[config.mk]
export PLATFORM = sky130hd
export DESIGN_NAME = dmem_ctrl
export DESIGN_NICKNAME = d
export VERILOG_FILES = /design/src/rtl/dmem_ctrl_pkg.sv /design/src/rtl/dmem_load_fmt.sv /design/src/rtl/dmem_ctrl.sv
export SDC_FILE = /design/constraint.sdc
export NUM_CORES = 1
export LEC_CHECK = 0
export ABC_CLOCK_PERIOD_IN_PS = 5090
export CORE_ASPECT_RATIO = 1.75
export CORE_MARGIN = 3
export CORE_UTILIZATION = 28
export DETAILED_ROUTE_END_ITERATION = 8
export GPL_ROUTABILITY_DRIVEN = 0
export PLACE_DENSITY = 0.67
export SLEW_MARGIN = 30
export SYNTH_ARGS = -nofsm -noshare
export SYNTH_HDL_FRONTEND = slang
export SYNTH_SLANG_ARGS = --single-unit
[constraint.sdc]
create_clock -name clk -period 5.09 [get_ports clk]
set_input_delay 0.7635 -clock clk [delete_from_list [all_inputs] [get_ports clk]]
set_output_delay 0.7635 -clock clk [all_outputs]
set_load 0.02 [all_outputs]
[src/rtl/dmem_ctrl_pkg.sv]
// dmem_ctrl_pkg: shared funct3 codes, FSM states and lane-enable constants.
package dmem_ctrl_pkg;
  localparam logic [2:0] F3_B  = 3'b000;
  localparam logic [2:0] F3_H  = 3'b001;
  localparam logic [2:0] F3_W  = 3'b010;
  localparam logic [2:0] F3_BU = 3'b100;
  localparam logic [2:0] F3_HU = 3'b101;
  localparam logic [3:0] WE_B = 4'b0001;
  localparam logic [3:0] WE_H = 4'b0011;
  localparam logic [3:0] WE_W = 4'b1111;
  typedef enum logic {S_IDLE, S_ACCESS} state_t;
  function automatic logic [3:0] lane_en(input logic [1:0] size);
    return size == 2'b00 ? WE_B : size == 2'b01 ? WE_H : WE_W;
  endfunction
  // Illegal code (reserved widths, or unsigned widths used for a store) or misaligned address.
  function automatic logic access_err(input logic we, input logic [2:0] f3, input logic [1:0] a);
    logic illegal, misaligned;
    illegal    = f3 == 3'b011 || f3[2:1] == 2'b11 || (f3[2] && we);
    misaligned = (f3[1:0] == 2'b01 && a[0]) || (f3[1:0] == 2'b10 && a != 2'b00);
    return illegal || misaligned;
  endfunction
endpackage

[src/rtl/dmem_load_fmt.sv]
// dmem_load_fmt: extends raw memory read data to a 32-bit load result by funct3.
module dmem_load_fmt
  import dmem_ctrl_pkg::*;
(
  input  logic [2:0]  i_funct3,
  input  logic [31:0] i_raw,
  output logic [31:0] o_data
);
  always_comb
    o_data = i_funct3 == F3_B  ? {{24{i_raw[7]}}, i_raw[7:0]} :
             i_funct3 == F3_BU ? {24'd0, i_raw[7:0]} :
             i_funct3 == F3_H  ? {{16{i_raw[15]}}, i_raw[15:0]} :
             i_funct3 == F3_HU ? {16'd0, i_raw[15:0]} : i_raw;
endmodule

[src/rtl/dmem_ctrl.sv]
// dmem_ctrl: round-robin two-port arbiter and one-cycle access sequencer for the data memory.
module dmem_ctrl
  import dmem_ctrl_pkg::*;
#(
  parameter int ADDRESS_WIDTH = 32,
  parameter int DATA_WIDTH    = 32
) (
  input  logic                     clk,
  input  logic                     rst,
  input  logic                     p0_req,
  input  logic                     p0_we,
  input  logic [2:0]               p0_funct3,
  input  logic [ADDRESS_WIDTH-1:0] p0_addr,
  input  logic [DATA_WIDTH-1:0]    p0_wdata,
  output logic                     p0_gnt,
  output logic                     p0_rvalid,
  output logic                     p0_err,
  output logic [DATA_WIDTH-1:0]    p0_rdata,
  input  logic                     p1_req,
  input  logic                     p1_we,
  input  logic [2:0]               p1_funct3,
  input  logic [ADDRESS_WIDTH-1:0] p1_addr,
  input  logic [DATA_WIDTH-1:0]    p1_wdata,
  output logic                     p1_gnt,
  output logic                     p1_rvalid,
  output logic                     p1_err,
  output logic [DATA_WIDTH-1:0]    p1_rdata,
  output logic [2:0]               mem_re,
  output logic [3:0]               mem_we,
  output logic [ADDRESS_WIDTH-1:0] mem_a,
  output logic [7:0]               mem_wd1,
  output logic [7:0]               mem_wd2,
  output logic [7:0]               mem_wd3,
  output logic [7:0]               mem_wd4,
  input  logic [DATA_WIDTH-1:0]    mem_rd
);
  state_t                   r_state;
  logic                     r_last, r_port, r_we;
  logic [2:0]               r_f3;
  logic [ADDRESS_WIDTH-1:0] r_addr;
  logic [DATA_WIDTH-1:0]    r_wdata;
  logic                     w_acc, w_g0, w_g1, w_err;
  logic [DATA_WIDTH-1:0]    w_ld, w_rsp;
  assign w_acc  = r_state == S_ACCESS;
  // On a tie the port that did not win last time is granted.
  assign w_g0   = !w_acc && p0_req && (!p1_req || r_last);
  assign w_g1   = !w_acc && p1_req && (!p0_req || !r_last);
  assign p0_gnt = w_g0;
  assign p1_gnt = w_g1;
  assign w_err  = access_err(r_we, r_f3, r_addr[1:0]);
  assign mem_a  = r_addr;
  assign mem_we = (w_acc && r_we && !w_err) ? lane_en(r_f3[1:0]) : 4'b0000;
  assign mem_re = (w_acc && !r_we && !w_err) ? 3'b111 : 3'b000;
  assign {mem_wd4, mem_wd3, mem_wd2, mem_wd1} = r_wdata;
  assign w_rsp  = (r_we || w_err) ? '0 : w_ld;
  dmem_load_fmt u_fmt (.i_funct3(r_f3), .i_raw(mem_rd), .o_data(w_ld));
  always_ff @(posedge clk or posedge rst) begin
    if (rst) begin
      r_state   <= S_IDLE;
      r_last    <= 1'b1;
      r_port    <= 1'b0;
      r_we      <= 1'b0;
      r_f3      <= '0;
      r_addr    <= '0;
      r_wdata   <= '0;
      p0_rvalid <= 1'b0;
      p0_err    <= 1'b0;
      p0_rdata  <= '0;
      p1_rvalid <= 1'b0;
      p1_err    <= 1'b0;
      p1_rdata  <= '0;
    end else begin
      p0_rvalid <= 1'b0;
      p1_rvalid <= 1'b0;
      if (r_state == S_IDLE) begin
        if (w_g0 || w_g1) begin
          r_state <= S_ACCESS;
          r_port  <= w_g1;
          r_last  <= w_g1;
          r_we    <= w_g1 ? p1_we : p0_we;
          r_f3    <= w_g1 ? p1_funct3 : p0_funct3;
          r_addr  <= w_g1 ? p1_addr : p0_addr;
          r_wdata <= w_g1 ? p1_wdata : p0_wdata;
        end
      end else begin
        r_state <= S_IDLE;
        if (r_port) begin
          p1_rvalid <= 1'b1;
          p1_err    <= w_err;
          p1_rdata  <= w_rsp;
        end else begin
          p0_rvalid <= 1'b1;
          p0_err    <= w_err;
          p0_rdata  <= w_rsp;
        end
      end
    end
  end
endmodule

**After elaboration in Yosys (flattened, before gate mapping)**

Index checks and enable logic that the tools add are counted.

- Mux-type cells: 19
- Reductions and logical operators: 31
- Bitwise logic cells: 2
- Equal/unequal tests: 7

Operators with widths:

| kind | count |
|---|---|
| $mux 32 | 7 |
| $mux 4 | 3 |
| $logic_and 1x1->1 | 11 |
| $logic_or 1x1->1 | 8 |
| $mux 1 | 7 |
| $eq 3x3->1 const B | 2 |
| $logic_not 1->1 | 6 |
| $mux 3 | 2 |
| $reduce_and 2->1 | 3 |
| $eq 2x2->1 const B | 2 |
| $eq 3x1->1 const B | 1 |
| $eq 3x2->1 const B | 1 |
| $logic_not 3->1 | 1 |
| $eq 2x1->1 const B | 1 |
| $logic_not 2->1 | 1 |
| $not 1->1 | 2 |
| $reduce_bool 2->1 | 1 |

- Word-level logic and storage cells: 72
- Output and inout bits: 141
- Bits in registers: 139

**Logic depth before layout (Yosys ltp)**

Gate-level depths: netlist (run 1).

- Word-level depth: 7
- Depth in mapped cells: 6
- Depth with buffers taken out: 4

**Hierarchy**

A second synthesis (run 1) with hierarchy kept.

- Cell total of the unflattened synthesis: 722
- Area, all modules: 6975.4 µm²

Modules (own cells, without submodules):

| module | seq. area each (µm²) | cells each | times used | area an instance (µm²) |
|---|---|---|---|---|
| dmem_ctrl | 3479.6 | 655 | 1 | 6611.3 |
| dmem_load_fmt | 0.0 | 67 | 1 | 364.1 |

**Worst setup path before layout (run 1)**

OpenSTA, ideal clock, no wires.

- Kind: reg-to-output
- Start point: register r_addr[0] (netlist: mem_a[0])
- End point: output mem_re[1]
- Arrival time: 1.814 ns
- Data required time: 4.326 ns
- Cell stages (with the launch flop): 6
- Slack: 2.512 ns
- Cells stage by stage: dfrtp_1 nor4_4 o21ai_2 clkbuf_1 nor2_1 buf_4

- Cells in the longest elaborated chain, start to end: 7
- Elaborated cells between the ends (all ways): 8

RTL lines:

| what | line | text |
|---|---|---|
| start, declared | dmem_ctrl.sv:40 | `logic [ADDRESS_WIDTH-1:0] r_addr;` |
| start signal, assigned | dmem_ctrl.sv:82 | `r_addr <= w_g1 ? p1_addr : p0_addr;` |
| $reduce_bool 2->1 | dmem_ctrl_pkg.sv:19 | `misaligned = (f3[1:0] == 2'b01 && a[0]) \|\| (f3[1:0] == 2'b10 && a != 2'b00);` |
| $logic_and 1x1->1 | dmem_ctrl_pkg.sv:19 |  |
| $logic_or 1x1->1 (*) | dmem_ctrl_pkg.sv:19 |  |
| $logic_or 1x1->1 (*) | dmem_ctrl_pkg.sv:20 | `return illegal \|\| misaligned;` |
| $logic_not 1->1 (*) | dmem_ctrl.sv:53 | `assign mem_re = (w_acc && !r_we && !w_err) ? 3'b111 : 3'b000;` |
| $logic_and 1x1->1 (*) | dmem_ctrl.sv:53 |  |
| $mux 3 (*) | dmem_ctrl.sv:53 |  |
| end, declared | dmem_ctrl.sv:28 | `output logic [2:0] mem_re,` |

Every way passes the cells marked *; elsewhere a longest branch is shown, timed or not.

**Worst setup path after layout (run 1)**

- Start point: register r_f3[0]
- End point: output mem_re[1]

- Cells in the longest elaborated chain, start to end: 7
- Elaborated cells between the ends (all ways): 12

RTL lines:

| what | line | text |
|---|---|---|
| start, declared | dmem_ctrl.sv:39 | `logic [2:0] r_f3;` |
| start signal, assigned | dmem_ctrl.sv:81 | `r_f3 <= w_g1 ? p1_funct3 : p0_funct3;` |
| $eq 3x2->1, or another cell as far along | dmem_ctrl_pkg.sv:18 | `illegal = f3 == 3'b011 \|\| f3[2:1] == 2'b11 \|\| (f3[2] && we);` |
| $logic_or 1x1->1 or $logic_and 1x1->1 (tied branches) | dmem_ctrl_pkg.sv:18, dmem_ctrl_pkg.sv:19 |  |
| $logic_or 1x1->1 (on tied branches) | dmem_ctrl_pkg.sv:18, dmem_ctrl_pkg.sv:19 |  |
| $logic_or 1x1->1 (*) | dmem_ctrl_pkg.sv:20 |  |
| $logic_not 1->1 (*) | dmem_ctrl.sv:53 |  |
| $logic_and 1x1->1 (*) | dmem_ctrl.sv:53 |  |
| $mux 3 (*) | dmem_ctrl.sv:53 |  |

Marked as above.

==> summary.md, run 1 <==
| Metric | Value |
|---|---|
| Reg-to-reg critical path endpoint | p1_rdata[20] |
| Antenna Nets Post-Route | 0 |
| Detailed Route WL | 25600 um |
| Wire length of the first global-routing pass | between 30000 and 40000 um |
| Type of destination of the critical path | output port |
| Hold Violations, Final | 0 |
| Arrival time of the worst setup path | 2.57 ns |
| Initial antenna violation count | 3 |
| Net count after synthesis | approximately 870 |
| DP Cell Count | 1243 |
| Most area-hungry cell type in the Yosys netlist | sky130_fd_sc_hd__dfrtp_1 |
| Highest fanout seen on the critical path | 29 |
| Number of fill cells | 2200 |
| Top post-synthesis cells by area | sky130_fd_sc_hd__dfrtp_1 (52%), sky130_fd_sc_hd__o2111ai_1 (9.0%), sky130_fd_sc_hd__o21ai_0 (7.9%) |
| CTS root buf | sky130_fd_sc_hd__clkbuf_16 |
| Power per standard cell area | 405 nW/um^2 |
| Timing-limited maximum frequency | 300 MHz |
| DR DRC count | 0 |
| Total CTS buffers | 17 |
| Synthesized instance count | 702 |
| Number of cells on the critical path | 5 |
| Synth-to-layout area growth | 58.8% |
| Number of cells upsized or downsized after cts | 0 |
| Routed length per placed instance | 20.0 um |
| Full die area | ~26000 um^2 |
| Final-stage net count | 1134 |
| Number of violations reported at the end of detailed-routing iteration 0 | between 300 and 400 |
| Number of global-route vias before repair | between 6k and 7k |
| Synth Cell Area | around 6600 um^2 |
| Post-CTS setup repair buffer count | 0 |
| Kind of cell adding the most delay to the critical path | buffers and inverters |
| Total of max-cap violations | 0 |
| Setup repair after global routing missed its margin | false |
| Synth top area share | 52.3% |
| CTS hold repair buffers | 0 |
| Iteration count of the initial detailed-routing pass | 5 |
| Delay of the slowest cell on the worst path | between 0.6 and 0.7 ns |
| Count leader, synth | sky130_fd_sc_hd__dfrtp_1 |
| HPWL Detailed | 18000 um |
| Area after detailed placement | 9850 um^2 |
| Cell chain of the critical path | nor4_4, o21ai_2, buf_4, nor2_1, clkdlybuf4s50_1 |
| Worst reg-to-reg setup slack | 2.77 ns |
| Ratio of final minimum period to clock period | 65.5% |
| Worst-margin pin slew | 0.808 ns |
| Clock latency of the later-clocked register in the worst-skew pair | 0.43 ns |
| Peak ir drop on the vdd network | 0.225 mV |
| RR Startpoint | r_state |
| Total number of clock tree sinks | 139 |
| Yosys warning total | 0 |
| Starting density of the core | 28.8% |
| Worst setup slack after placement | 2.11 ns |
| Number of top-level pins | around 310 |
| Worst EP required | between 4 and 5 ns |
| Final Instance Area | 10500 um^2 |
| Post-synth EDFFs | 0 |
| Critical Path Start | r_f3[0] |
| Count of buffers inserted at the top-level ports | ~310 |
| Maximum buffer depth of the clock tree | 2 |
| Setup crit start kind | flip-flop |
| Seq/Total Area, Yosys | 52.7% |
| Width of the chip | 122 um |
| Final instance count without filler cells | 1278 |
| Final design utilization | ~46% |
| Worst rel slew slack | 46.1% |
| Crit path buffers/inverters | 2 |
| Master of the slowest instance on the critical path | sky130_fd_sc_hd__clkdlybuf4s50_1 |
| Worst hold-check path type | reg -> reg |
| Synthesized flop and latch total | roughly 140 |
| Predominant post-synthesis flop cell | sky130_fd_sc_hd__dfrtp_1 |
| Setup-failing EPs final | 0 |
| Max H-tree Level | 4 |
| Ratio of routed vias to standard cells | 5.20 |
| Core outline area | 22900 um^2 |
| Crit path capture | mem_re[1] |
| Count of cell types in the netlist | 37 |
| Worst Hold Slack | ~0.47 ns |
| Most frequent cells after synthesis | sky130_fd_sc_hd__dfrtp_1 (138), sky130_fd_sc_hd__o21ai_0 (104), sky130_fd_sc_hd__nand2_1 (84) |
| Total number of vias | 6649 |
| Minimum clock period after layout | 3.34 ns |
| Total power | 4.25 mW |
| Max Clock Skew | 0.00830 ns |
| Mean Syn Cell Area | 9.41 um^2 |
| Floorplan die height | 209 um |
| Worst setup path category | reg -> out |
| Fraction of final layout cells sized beyond drive strength 1 | 6.87% |
| Final worst-path setup slack | 1.75 ns |
| Pin count of the biggest net entering global routing | 103 |
| Grt ovf | 0 |
| Cell Rows | 73 |
| Reported leakage power | 3.96 nW |
| Ys async rst share | 100% |
| Worst r2r path cells | 4 |
| TNS Setup | 0 ns |
| Status | finished clean |
| CTS tree | built |
| CTS clock-pin slew for the worst setup and hold paths | 0.06 ns |
| All-Layer GR Usage | 20.0% |
| Number of max-slew violations in the final report | 0 |
kinds of logic (layout without fill, tap and decap cells):
family / Yosys count / count (layout) / synth area share [%]
other cells: 0 / 3 / 0
flops: 139 / 139 / 52.7
compound gates: 304 / 304 / 30.8
simple gates: 167 / 167 / 10.4
mux: 1 / 1 / 0.170
buf+inv: 91 / 364 / 5.95
worst min-delay path by stage:
stage	startpoint	endpoint	slack (ns)	cells past startpoint
after floorplan	r_port	r_port	0.53	2
after global placement	p0_rdata[27]	p0_rdata[27]	0.46	2
after detailed placement	p0_rdata[19]	p0_rdata[19]	0.47	2
after CTS	p0_rdata[19]	p0_rdata[19]	0.48	2
after global routing	p0_rdata[26]	p0_rdata[26]	0.50	2
final	p0_rdata[18]	p0_rdata[18]	0.47	2
layout by cell type, fill, tap and decap left out, types with 2 or more instances in the layout:
cell | netlist | layout
sky130_fd_sc_hd__clkdlybuf4s50_1 | 0 | 311
sky130_fd_sc_hd__dfrtp_1 | 138 | 138
sky130_fd_sc_hd__o21ai_0 | 104 | 104
sky130_fd_sc_hd__nand2_1 | 84 | 83
sky130_fd_sc_hd__nor2_1 | 71 | 70
sky130_fd_sc_hd__o2111ai_1 | 68 | 68
sky130_fd_sc_hd__a31oi_1 | 68 | 68
sky130_fd_sc_hd__o31ai_1 | 27 | 27
sky130_fd_sc_hd__clkbuf_16 | 0 | 17
sky130_fd_sc_hd__a22oi_1 | 16 | 16
sky130_fd_sc_hd__buf_4 | 3 | 12
sky130_fd_sc_hd__a21oi_1 | 8 | 8
sky130_fd_sc_hd__inv_2 | 2 | 4
sky130_fd_sc_hd__clkinvlp_4 | 0 | 4
sky130_fd_sc_hd__bufinv_16 | 0 | 4
sky130_fd_sc_hd__diode_2 | 0 | 3
sky130_fd_sc_hd__o31ai_2 | 3 | 3
sky130_fd_sc_hd__nand2b_2 | 0 | 2
sky130_fd_sc_hd__inv_1 | 3 | 2
sky130_fd_sc_hd__and4_1 | 2 | 2
sky130_fd_sc_hd__o211ai_1 | 2 | 2
sky130_fd_sc_hd__o22ai_1 | 2 | 2
sky130_fd_sc_hd__clkinv_2 | 0 | 2
sky130_fd_sc_hd__clkinv_4 | 0 | 2
sky130_fd_sc_hd__inv_6 | 0 | 2
worst min-delay path, cell delays in order (launching register included):
cell and delay (ns):
sky130_fd_sc_hd__dfrtp_1 0.34, sky130_fd_sc_hd__nand2_1 0.05, sky130_fd_sc_hd__o31ai_1 0.05
report_power, final:
group	switching [mW]	leakage (nW)	internal [mW]
clock network	0.515	0.293	0.823
registers	0.146	1.73	1.32
logic	0.818	1.94	0.632
total	1.48	3.96	2.77
area by class of cell:
| type | instances | area (um^2) | area share, % |
|---|---|---|---|
| flip-flops and latches | 139 | 3480 | 33.2 |
| well taps | 300 | 375 | 3.58 |
| clock inverters | 14 | 195 | 1.86 |
| diodes | 3 | 7.51 | 0.0716 |
| clock buffers | 18 | 429 | 4.09 |
| inverters | 8 | 37.5 | 0.358 |
| multi-input cells | 472 | 2760 | 26.3 |
| repair buffers | 324 | 3210 | 30.6 |
registers in the layout, summed over array words and instances, names as in the netlist:
| register | flops |
|---|---|
| r_state | 1 |
| r_port | 1 |
| p1_err | 1 |
| p1_rdata | 32 |
| p0_rvalid | 1 |
| r_last | 1 |
| r_wdata | 32 |
| p0_rdata | 32 |
| p1_rvalid | 1 |
| r_f3 | 3 |
| mem_a | 32 |
| p0_err | 1 |
| r_we | 1 |
metal layers:
metal | track usage [%] | part of all wire, %
met5 | 0 | 0
met4 | 9.16 | 3.4
met3 | 5.42 | 6.2
met2 | 35.3 | 53
met1 | 22.1 | 37
No activity file was read; power rests on OpenSTA's default activity.
==> run 2: changes to the inputs <==
--- a/config.mk
+++ b/config.mk
@@ -5,13 +5,13 @@
 export SDC_FILE = /design/constraint.sdc
 export NUM_CORES = 1
 export LEC_CHECK = 0
-export ABC_CLOCK_PERIOD_IN_PS = 5090
+export ABC_CLOCK_PERIOD_IN_PS = 2700
 export CORE_ASPECT_RATIO = 1.75
 export CORE_MARGIN = 3
 export CORE_UTILIZATION = 28
 export DETAILED_ROUTE_END_ITERATION = 8
 export GPL_ROUTABILITY_DRIVEN = 0
-export PLACE_DENSITY = 0.67
+export PLACE_DENSITY = 0.7
 export SLEW_MARGIN = 30
 export SYNTH_ARGS = -nofsm -noshare
 export SYNTH_HDL_FRONTEND = slang
==> constraint.sdc (replaced) <==
create_clock -name clk -period 2.7 [get_ports clk]
set_input_delay 0.405 -clock clk [delete_from_list [all_inputs] [get_ports clk]]
set_output_delay 0.405 -clock clk [all_outputs]
set_load 0.02 [all_outputs]
==> run 2 against run 1 <==
Sequential cell count unchanged. Sequential power increased by 88%. Count of clock-buffer cells in the layout increased by 5. Sequential share of layout area decreased by 0.37 points. Largest cell class unchanged. Largest power group is now combinational logic.
==> summary.md, run 2 (synthesized netlist as in run 1, its figures left out) <==
| Metric | Value |
|---|---|
| Worst reg-to-reg setup slack | 0.79 ns |
| Arrival time of the worst setup path | between 2 and 2.5 ns |
| Number of max-slew violations in the final report | 0 |
| Maximum buffer depth of the clock tree | 2 |
| Reported leakage power | 4.07 nW |
| HPWL Detailed | ~18000 um |
| Highest fanout seen on the critical path | 4 |
| CTS root buf | sky130_fd_sc_hd__clkbuf_16 |
| Worst-margin pin slew | 0.795 ns |
| Worst hold-check path type | in -> async |
| Total power | 8.01 mW |
| Pin count of the biggest net entering global routing | 87 |
| All-Layer GR Usage | 19.7% |
| TNS Setup | 0 ns |
| Cell chain of the critical path | nor4_4, o21ai_2, nor2_2, clkdlybuf4s50_1 |
| Fraction of final layout cells sized beyond drive strength 1 | 7.82% |
| DP Cell Count | about 1.3k |
| RR Startpoint | r_state |
| Count of buffers inserted at the top-level ports | 312 |
| Iteration count of the initial detailed-routing pass | 5 |
| Cell Rows | 73 |
| Routed length per placed instance | 19.7 um |
| Floorplan die height | 209 um |
| Crit path buffers/inverters | 1 |
| Final Instance Area | 10600 um^2 |
| Status | finished clean |
| Ant diodes | 0 |
| Grt ovf | 0 |
| Setup repair after global routing missed its margin | false |
| Initial antenna violation count | 6 |
| Width of the chip | around 120 um |
| Most frequent standard cell in the layout excluding fill and tap cells | sky130_fd_sc_hd__clkdlybuf4s50_1 |
| Number of global-route vias before repair | 6764 |
| Power per standard cell area | 755 nW/um^2 |
| CTS clock-pin slew for the worst setup and hold paths | 0.06 ns |
| Core outline area | about 23000 um^2 |
| Number of fill cells | about 2.2k |
| Worst EP required | between 2 and 2.5 ns |
| Type of destination of the critical path | output port |
| Number of violations reported at the end of detailed-routing iteration 0 | between 300 and 400 |
| Ratio of routed vias to standard cells | 5.22 |
| Max Clock Skew | 0.0173 ns |
| CTS hold repair buffers | 0 |
| DR DRC count | 0 |
| Detailed Route WL | 25300 um |
| Commonest cells after routing, fill and taps aside | sky130_fd_sc_hd__clkdlybuf4s50_1 (307), sky130_fd_sc_hd__dfrtp_1 (138), sky130_fd_sc_hd__o21ai_0 (104) |
| Number of top-level pins | 313 |
| Timing-limited maximum frequency | 390 MHz |
| Ratio of final minimum period to clock period | 95.1% |
| Final instance count without filler cells | 1285 |
| Minimum clock period after layout | 2.57 ns |
| Peak ir drop on the vdd network | 0.510 mV |
| Full die area | 25500 um^2 |
| Number of cells on the critical path | 4 |
| Total number of vias | around 6.7k |
| Worst rel slew slack | between 40 and 50% |
| Clock latency of the later-clocked register in the worst-skew pair | 0.43 ns |
| Post-CTS setup repair buffer count | 0 |
| Master of the slowest instance on the critical path | sky130_fd_sc_hd__clkdlybuf4s50_1 |
| Delay of the slowest cell on the worst path | 0.66 ns |
| Max H-tree Level | 4 |
| Setup crit start kind | flip-flop |
| Starting density of the core | 28.8% |
| Antenna Nets Post-Route | 0 |
| Setup-failing EPs final | 0 |
| Worst setup path category | reg -> out |
| Hold Violations, Final | 0 |
| Total CTS buffers | 17 |
| Wire length of the first global-routing pass | 38800 um |
| Final-stage net count | 1144 |
| Kind of cell adding the most delay to the critical path | buffers and inverters |
| Synth-to-layout area growth | 60.6% |
| Reg-to-reg critical path endpoint | mem_a[18] |
| Total of max-cap violations | 0 |
| Total number of clock tree sinks | roughly 140 |
| CTS tree | built |
| Worst r2r path cells | 4 |
| Area after detailed placement | about 10000 um^2 |
## run 2: cell types whose count changed in the layout (fill, tap and decap cells not counted), sizes merged
cell	previous run	this run
clkbuf	18	23
clkinvlp	4	2
bufinv	4	3
inv	9	7
buf	13	23
diode	3	0
clkdlybuf4s50	311	307
dlymetal6s2s	0	2
dlygate4sd2	0	2
## run 2: cell type report
class | count | area [um^2] | share of cell area [%]
sequential | 139 | 3480 | 32.8
timing repair buffer | 334 | 3340 | 31.4
multi-input combinational | 472 | 2750 | 25.9
clock buffer | 23 | 498 | 4.69
tap | 300 | 375 | 3.54
clock inverter | 9 | 134 | 1.26
inverter | 8 | 33.8 | 0.318
## run 2: repair_timing
action | 4_1_cts | 5_1_grt
resized for setup | 3 | 2
endpoints found under the setup margin | 5 | 2
hold endpoints to repair | 0 | 0
## run 2: worst max-delay path by stage
stage                   from        end  slack, ns
CTS                 mem_a[0]  mem_we[2]       0.02
global route        mem_a[0]  mem_re[2]       0.02
floorplan           mem_a[0]  mem_re[1]       0.48
detailed placement    p0_req     p0_gnt       0.32
global placement      p0_req     p0_gnt       0.29
finish              mem_a[0]  mem_re[0]       0.13
## run 2: per-layer routing
metal / vias to the layer above / GRT usage [%] / routed length (um)
met4: 10 / 7.50 / 769
met5: - / 0 / 61
met3: 45 / 5.96 / 1730
met1: 3228 / 22.0 / 9350
li1: 3164 / - / -
met2: 267 / 34.9 / 13400
## run 2: stage by stage
stage | hold slack [ns] | utilization, % | setup slack [ns]
2_1_floorplan | 0.528 | - | 0.481
3_3_place_gp | 0.459 | 43.5 | 0.287
3_5_place_dp | 0.466 | 43.5 | 0.315
4_1_cts | 0.315 | 46.2 | 0.0206
5_1_grt | 0.345 | 46.3 | 0.0208
6_report | 0.331 | 46.3 | 0.133
## run 2: where the power goes
part	switching, mW	internal (mW)
Sequential	0.257	2.48
Clock	0.909	1.58
Combinational	1.56	1.23
Total	2.72	5.29
